`src/rtl/nn_pixel_loader_if.sv`:
```
// rtl/nn_pixel_loader_if.sv - pixel stream, core handshake and result bundle for nn_pixel_loader
interface nn_pixel_loader_if #(
  parameter int CNT_W = 32
);
  // upstream packed-pixel word stream and control
  logic             in_valid;
  logic             in_ready;
  logic [31:0]      in_data;
  logic             soft_clr;

  // byte-wide pixel write port into the core
  logic             pix_we;
  logic [9:0]       pix_addr;
  logic [7:0]       pix_data;

  // core level start/done handshake
  logic             core_start;
  logic             core_done;
  logic [3:0]       core_pred;

  // software readback
  logic             busy;
  logic             result_valid;
  logic [3:0]       result;
  logic [CNT_W-1:0] infer_cycles;
  logic [15:0]      frame_cnt;

  // loader side
  modport slave (
    input  in_valid, in_data, soft_clr, core_done, core_pred,
    output in_ready, pix_we, pix_addr, pix_data, core_start,
           busy, result_valid, result, infer_cycles, frame_cnt
  );

  // register path / core side
  modport master (
    output in_valid, in_data, soft_clr, core_done, core_pred,
    input  in_ready, pix_we, pix_addr, pix_data, core_start,
           busy, result_valid, result, infer_cycles, frame_cnt
  );
endinterface

```
`src/rtl/nn_pixel_loader.sv`:
```
// rtl/nn_pixel_loader.sv - unpacks 32-bit pixel words into nn_core and sequences one inference per frame
module nn_pixel_loader #(
  parameter int N_IN  = 784,   // multiple of 4, at most 1024
  parameter int CNT_W = 32
) (
  input  logic             clk,
  input  logic             rst,
  nn_pixel_loader_if.slave bus
);

  typedef enum logic [2:0] {
    S_LOAD,
    S_UNPACK,
    S_RUN,
    S_RELEASE,
    S_ABORT
  } state_t;

  localparam logic [9:0] LAST_ADDR = 10'(N_IN - 1);

  state_t           r_state;
  logic [9:0]       r_idx;          // next pixel address to write
  logic [31:0]      r_buf;          // captured word being unpacked
  logic [1:0]       r_k;            // byte currently on the pixel port
  logic             r_done_seen;    // ABORT: core done has been observed high

  logic             r_in_ready;
  logic             r_busy;
  logic             r_pix_we;
  logic [9:0]       r_pix_addr;
  logic [7:0]       r_pix_data;
  logic             r_core_start;
  logic             r_result_valid;
  logic [3:0]       r_result;
  logic [CNT_W-1:0] r_infer_cycles;
  logic [15:0]      r_frame_cnt;

  logic [1:0]       w_next_k;
  logic [7:0]       w_next_byte;
  logic [9:0]       w_idx_inc;

  assign w_next_k    = r_k + 2'd1;
  assign w_next_byte = r_buf[{w_next_k, 3'b000} +: 8];
  // wrap keeps the index inside the frame even on the final byte
  assign w_idx_inc   = (r_idx == LAST_ADDR) ? 10'd0 : r_idx + 10'd1;

  // in_ready and busy are registered alongside the state so every output is 0 in reset
  always_ff @(posedge clk or posedge rst) begin
    if (rst) begin
      r_state        <= S_LOAD;
      r_idx          <= '0;
      r_buf          <= '0;
      r_k            <= '0;
      r_done_seen    <= 1'b0;
      r_in_ready     <= 1'b0;
      r_busy         <= 1'b0;
      r_pix_we       <= 1'b0;
      r_pix_addr     <= '0;
      r_pix_data     <= '0;
      r_core_start   <= 1'b0;
      r_result_valid <= 1'b0;
      r_result       <= '0;
      r_infer_cycles <= '0;
      r_frame_cnt    <= '0;
    end else begin
      case (r_state)
        S_LOAD: begin
          r_in_ready <= 1'b1;
          r_busy     <= 1'b0;
          if (bus.soft_clr) begin
            r_idx <= '0;
          end else if (r_in_ready && bus.in_valid) begin
            // byte 0 goes out on the very next cycle
            r_buf          <= bus.in_data;
            r_result_valid <= 1'b0;
            r_pix_we       <= 1'b1;
            r_pix_addr     <= r_idx;
            r_pix_data     <= bus.in_data[7:0];
            r_idx          <= w_idx_inc;
            r_k            <= 2'd0;
            r_in_ready     <= 1'b0;
            r_busy         <= 1'b1;
            r_state        <= S_UNPACK;
          end
        end

        S_UNPACK: begin
          if (bus.soft_clr) begin
            // drop the partial frame; the pending byte is never written
            r_pix_we   <= 1'b0;
            r_idx      <= '0;
            r_k        <= 2'd0;
            r_in_ready <= 1'b1;
            r_busy     <= 1'b0;
            r_state    <= S_LOAD;
          end else if (r_k == 2'd3) begin
            r_pix_we <= 1'b0;
            r_k      <= 2'd0;
            if (r_pix_addr == LAST_ADDR) begin
              r_idx          <= '0;
              r_infer_cycles <= '0;
              r_core_start   <= 1'b1;
              r_state        <= S_RUN;
            end else begin
              r_in_ready <= 1'b1;
              r_busy     <= 1'b0;
              r_state    <= S_LOAD;
            end
          end else begin
            r_pix_addr <= r_idx;
            r_pix_data <= w_next_byte;
            r_idx      <= w_idx_inc;
            r_k        <= w_next_k;
          end
        end

        S_RUN: begin
          if (bus.soft_clr) begin
            // core cannot be stopped; wait it out before touching its pixel buffer
            r_core_start <= 1'b0;
            r_done_seen  <= 1'b0;
            r_state      <= S_ABORT;
          end else if (bus.core_done) begin
            r_core_start   <= 1'b0;
            r_result       <= bus.core_pred;
            r_result_valid <= 1'b1;
            r_frame_cnt    <= r_frame_cnt + 16'd1;
            r_state        <= S_RELEASE;
          end else if (r_infer_cycles != '1) begin
            r_infer_cycles <= r_infer_cycles + CNT_W'(1);
          end
        end

        S_RELEASE: begin
          // start stays low until done drops, giving the core a clean next rising edge
          if (!bus.core_done) begin
            r_in_ready <= 1'b1;
            r_busy     <= 1'b0;
            r_state    <= S_LOAD;
          end
        end

        S_ABORT: begin
          if (!r_done_seen) begin
            if (bus.core_done) r_done_seen <= 1'b1;
          end else if (!bus.core_done) begin
            r_in_ready <= 1'b1;
            r_busy     <= 1'b0;
            r_state    <= S_LOAD;
          end
        end

        default: begin
          r_state <= S_LOAD;
        end
      endcase
    end
  end

  assign bus.in_ready     = r_in_ready;
  assign bus.busy         = r_busy;
  assign bus.pix_we       = r_pix_we;
  assign bus.pix_addr     = r_pix_addr;
  assign bus.pix_data     = r_pix_data;
  assign bus.core_start   = r_core_start;
  assign bus.result_valid = r_result_valid;
  assign bus.result       = r_result;
  assign bus.infer_cycles = r_infer_cycles;
  assign bus.frame_cnt    = r_frame_cnt;

endmodule

```
`src/flat_wrapper.sv`:
```
// flat-port wrapper written by rule: the top's interface ports become plain ports
module nn_pixel_loader_flat 
#(
  parameter int N_IN  = 784,                                 
  parameter int CNT_W = 32
)
  (clk, rst, bus_in_valid, bus_in_data, bus_soft_clr, bus_core_done, bus_core_pred, bus_in_ready, bus_pix_we, bus_pix_addr, bus_pix_data, bus_core_start, bus_busy, bus_result_valid, bus_result, bus_infer_cycles, bus_frame_cnt);
  nn_pixel_loader_if #(.CNT_W(CNT_W)) bus_i ();
  input  logic clk;
  input  logic rst;
  input wire logic [$bits(bus_i.in_valid)-1:0] bus_in_valid;
  input wire logic [$bits(bus_i.in_data)-1:0] bus_in_data;
  input wire logic [$bits(bus_i.soft_clr)-1:0] bus_soft_clr;
  input wire logic [$bits(bus_i.core_done)-1:0] bus_core_done;
  input wire logic [$bits(bus_i.core_pred)-1:0] bus_core_pred;
  output wire logic [$bits(bus_i.in_ready)-1:0] bus_in_ready;
  output wire logic [$bits(bus_i.pix_we)-1:0] bus_pix_we;
  output wire logic [$bits(bus_i.pix_addr)-1:0] bus_pix_addr;
  output wire logic [$bits(bus_i.pix_data)-1:0] bus_pix_data;
  output wire logic [$bits(bus_i.core_start)-1:0] bus_core_start;
  output wire logic [$bits(bus_i.busy)-1:0] bus_busy;
  output wire logic [$bits(bus_i.result_valid)-1:0] bus_result_valid;
  output wire logic [$bits(bus_i.result)-1:0] bus_result;
  output wire logic [$bits(bus_i.infer_cycles)-1:0] bus_infer_cycles;
  output wire logic [$bits(bus_i.frame_cnt)-1:0] bus_frame_cnt;
  assign bus_i.in_valid = bus_in_valid;
  assign bus_i.in_data = bus_in_data;
  assign bus_i.soft_clr = bus_soft_clr;
  assign bus_i.core_done = bus_core_done;
  assign bus_i.core_pred = bus_core_pred;
  assign bus_in_ready = bus_i.in_ready;
  assign bus_pix_we = bus_i.pix_we;
  assign bus_pix_addr = bus_i.pix_addr;
  assign bus_pix_data = bus_i.pix_data;
  assign bus_core_start = bus_i.core_start;
  assign bus_busy = bus_i.busy;
  assign bus_result_valid = bus_i.result_valid;
  assign bus_result = bus_i.result;
  assign bus_infer_cycles = bus_i.infer_cycles;
  assign bus_frame_cnt = bus_i.frame_cnt;
  nn_pixel_loader #(.N_IN(N_IN), .CNT_W(CNT_W)) u_core (.clk(clk), .rst(rst), .bus(bus_i));
endmodule
```
`config.mk`:
```
export PLATFORM = sky130hd
export DESIGN_NAME = nn_pixel_loader_flat
export DESIGN_NICKNAME = d
export VERILOG_FILES = /design/src/rtl/nn_pixel_loader_if.sv /design/src/rtl/nn_pixel_loader.sv /design/src/flat_wrapper.sv
export SDC_FILE = /design/constraint.sdc
export NUM_CORES = 1
export LEC_CHECK = 0
export ABC_AREA = 1
export BUFFER_PORTS_ARGS = -buffer_cell sky130_fd_sc_hd__buf_4
export CAP_MARGIN = 10
export CORE_AREA = 2 2 150 93
export DETAILED_ROUTE_END_ITERATION = 6
export DIE_AREA = 0 0 152 95
export PLACE_DENSITY_LB_ADDON = 0.15
export SETUP_SLACK_MARGIN = 0.1
export SLEW_MARGIN = 0
export SYNTH_ARGS = -nofsm -noshare
export SYNTH_HDL_FRONTEND = slang
export SYNTH_SLANG_ARGS = --single-unit
export TNS_END_PERCENT = 20
```
`constraint.sdc`:
```
create_clock -name clk -period 3.8 [get_ports clk]
set_input_delay 0.76 -clock clk [delete_from_list [all_inputs] [get_ports clk]]
set_output_delay 0.76 -clock clk [all_outputs]
set_load 0.05 [all_outputs]
```
==> flow_summary.ini <==
[status]
outcome = finished clean

[place]
place_congestion = 0.944
io_buffers = 115
place.detailed.instances = 1161
post-dp-hpwl_mm = 12.2

[synth]
yosysWarningCount = 0
synth_edf_count = 0
synth.net_count = 937
postSynthCellCount = 892
synth_seq_cells = 123
syn_avg_cell_area_um2 = 7.33
synth_cell_types = 32
synth_ff_type = dfrtp_1
synth_seq_area_share_pct = 47.1
synthArstFlopShare_pct = 100
syn_area_um2 = 6540

[clocking]
cts_sinks = 123
insertion_delay_ns = 0.41
root_buffer = clkbuf_16
cts_inserted_buffers = 17
path_clk_slew_ns = 0.06
holdBufCountCts = 0
post_cts_resized = 0
clockBufferDepth = 2
htree_levels = 4
cts_setup_buffers = 0
cts_tree = yes

[worst_setup_path]
crit_path_end_kind = flip-flop
crit_path_start = u_core.r_k[0]$_DFFE_PP0P_
required_ns = 4.15
worstPathArrival_ns = 2.77
cp-start-kind = flip-flop
critPathKind = flip-flop to flip-flop
crit_fanout = 39
r2r-start = u_core.r_k[0]$_DFFE_PP0P_

[worst_hold_path]
hold_path.class = flip-flop to flip-flop
hold_start = u_core.r_buf[28]$_DFFE_PP0P_

[timing]
fmax_ghz = 0.412
skew_ns = 0.0110
rsz0062_at_grt = false
setup_violations = 0
hold_violations = 0
finalCritPeriodShare_pct = 63.8
worstMarginPinSlew_ns = 0.722
max-slew-margin-rel_pct = 51.8
final-max-slew-violation-count = 0
period_minus_slack_ns = 2.43
setup_tns_ns = 0
whs_ns = 0.470

[layout]
diodes = 0
fin_nets = 1050
area_delta_synth_final_pct = 24.2
n_fill_cell = 1210
drive_above_1_share_pct = 16.9
final_cells = 1193

[routing]
wire_per_inst_um = 14.5
vias_per_cell = 5.10
drt_iter0_markers = 614
vias = 6082
first_pass_iters = 5
drcViolationCount = 0
wl_mm = 17.3
ant_nets = 0

[grt]
grt_pass1_wl_mm = 28.5
grt_max_degree = 124
grt_util_all_layers_pct = 24.8
grt_pass1_vias = 5518
overflow = 0
antenna_found_initial = 0

[die]
core_um2 = 13300
dieArea_um2 = 14400
die_h_um = 95
initial_core_util_pct = 49.4
num_rows = 33
die_w_um = 152
io_pins = 116

[power]
ir_drop_v = 0.000328
powerDensity_nw_per_um2 = 582
p_leak_nw = 3.95

[flow_run]
cap_violations = 0
-- metrics by stage --
stage               power (mW)  setup WS, ns  utilization (%)  area [um^2]
floorplan                 2.69          1.53                -         6550
global placement          3.10          1.46             56.8         7530
detailed placement        3.12          1.41             56.8         7530
CTS                       4.74          1.40             61.3         8120
global route              5.00          1.19             61.3         8120
finish                    4.72          1.37             61.3         8120
-- final cells by class --
| class | count | area (um^2) | share of cell area, % |
|---|---|---|---|
| sequential | 123 | 3080 | 37.9 |
| multi-input combinational | 668 | 3040 | 37.5 |
| clock inverter | 15 | 163 | 2.00 |
| inverter | 76 | 289 | 3.56 |
| timing repair buffer | 119 | 906 | 11.2 |
| tap | 175 | 219 | 2.70 |
| clock buffer | 17 | 425 | 5.24 |
-- registers in the layout, summed over array words and instances, names as in the netlist, 2 cells and up --
signal	cells
u_core.bus.infer_cycles	32
u_core.bus.frame_cnt	16
u_core.bus.pix_addr	10
u_core.r_k	2
u_core.bus.result	4
u_core.r_state	3
u_core.r_buf	32
u_core.bus.pix_data	8
u_core.r_idx	10
-- layer usage --
| layer | part of all wire (%) | vias to the layer above | global-route usage [%] |
|---|---|---|---|
| li1 | - | 3039 | - |
| met1 | 52 | 2798 | 40.1 |
| met2 | 38 | 236 | 32.4 |
| met3 | 8.7 | 9 | 5.87 |
| met4 | 0.61 | 0 | 6.15 |
| met5 | 0 | - | 0 |
-- cell usage in the layout (no fill, tap or decap), types with 2 or more instances in the layout --
master,n
nor4_1,2
nand2_1,340
clkbuf_16,17
clkinv_4,4
nor2_2,5
inv_6,4
o22ai_1,7
clkinvlp_4,4
o21ai_0,72
buf_4,118
nand2_2,4
nand4_1,11
inv_2,4
o21ai_1,2
nor3b_1,2
nor2_1,117
dfrtp_1,123
xor2_1,25
nand3_2,2
o2111ai_1,2
nor3_1,12
xnor2_1,13
clkinv_2,2
inv_1,71
bufinv_16,2
nor2_4,2
ha_1,4
nand3_1,31
a21oi_1,9
-- logic make-up after synthesis --
group / count (synthesis) / synth area share [%]
buf+inv: 101 / 6.45
compound gates: 96 / 7.79
flops: 123 / 47.1
simple gates: 530 / 32.9
fa+ha+maj: 4 / 0.765
xor+xnor: 38 / 5.09
-- cells in the mapped netlist (all sizes together) (4+ instances only) --
library cell | n | area [um^2]
nand2 | 344 | 1300
nor2 | 124 | 493
dfrtp | 123 | 3080
o21ai | 74 | 370
xnor2 | 13 | 114
nand3 | 34 | 193
o22ai | 7 | 43.8
xor2 | 25 | 219
ha | 4 | 50.1
inv | 76 | 285
buf | 13 | 91.3
nand4 | 11 | 68.8
clkbuf | 12 | 45.0
a21oi | 10 | 53.8
nor3 | 12 | 60.1
-- critical path, stage by stage, from the launching register on --
cell	delay, ns
dfrtp_1	0.71
ha_1	0.29
nand2_1	0.11
o21ai_1	0.23
nand3_2	0.09
buf_4	0.27
inv_2	0.43
nand2_1	0.12
nand2_1	0.09
-- final timing paths --
path | endpoint | slack [ns] | cells past startpoint
setup / recovery | u_core.bus.infer_cycles[4]$_DFFE_PP0P_ | 1.37 | 8
hold / removal | u_core.r_buf[28]$_DFFE_PP0P_ | 0.47 | 2
setup reg to reg | u_core.bus.infer_cycles[4]$_DFFE_PP0P_ | 1.37 | 8
hold reg to reg | u_core.r_buf[28]$_DFFE_PP0P_ | 0.47 | 2
max in group asynchronous | u_core.r_buf[7]$_DFFE_PP0P_ | 2.77 | 3
min in group asynchronous | u_core.r_idx[2]$_DFFE_PP0P_ | 0.56 | 3
-- report_power, final --
part,internal (mW),switching [mW]
Clock,0.974,0.627
Combinational,0.401,0.944
Sequential,1.58,0.202
Total,2.95,1.77
Power figures use the tool's default switching activity.
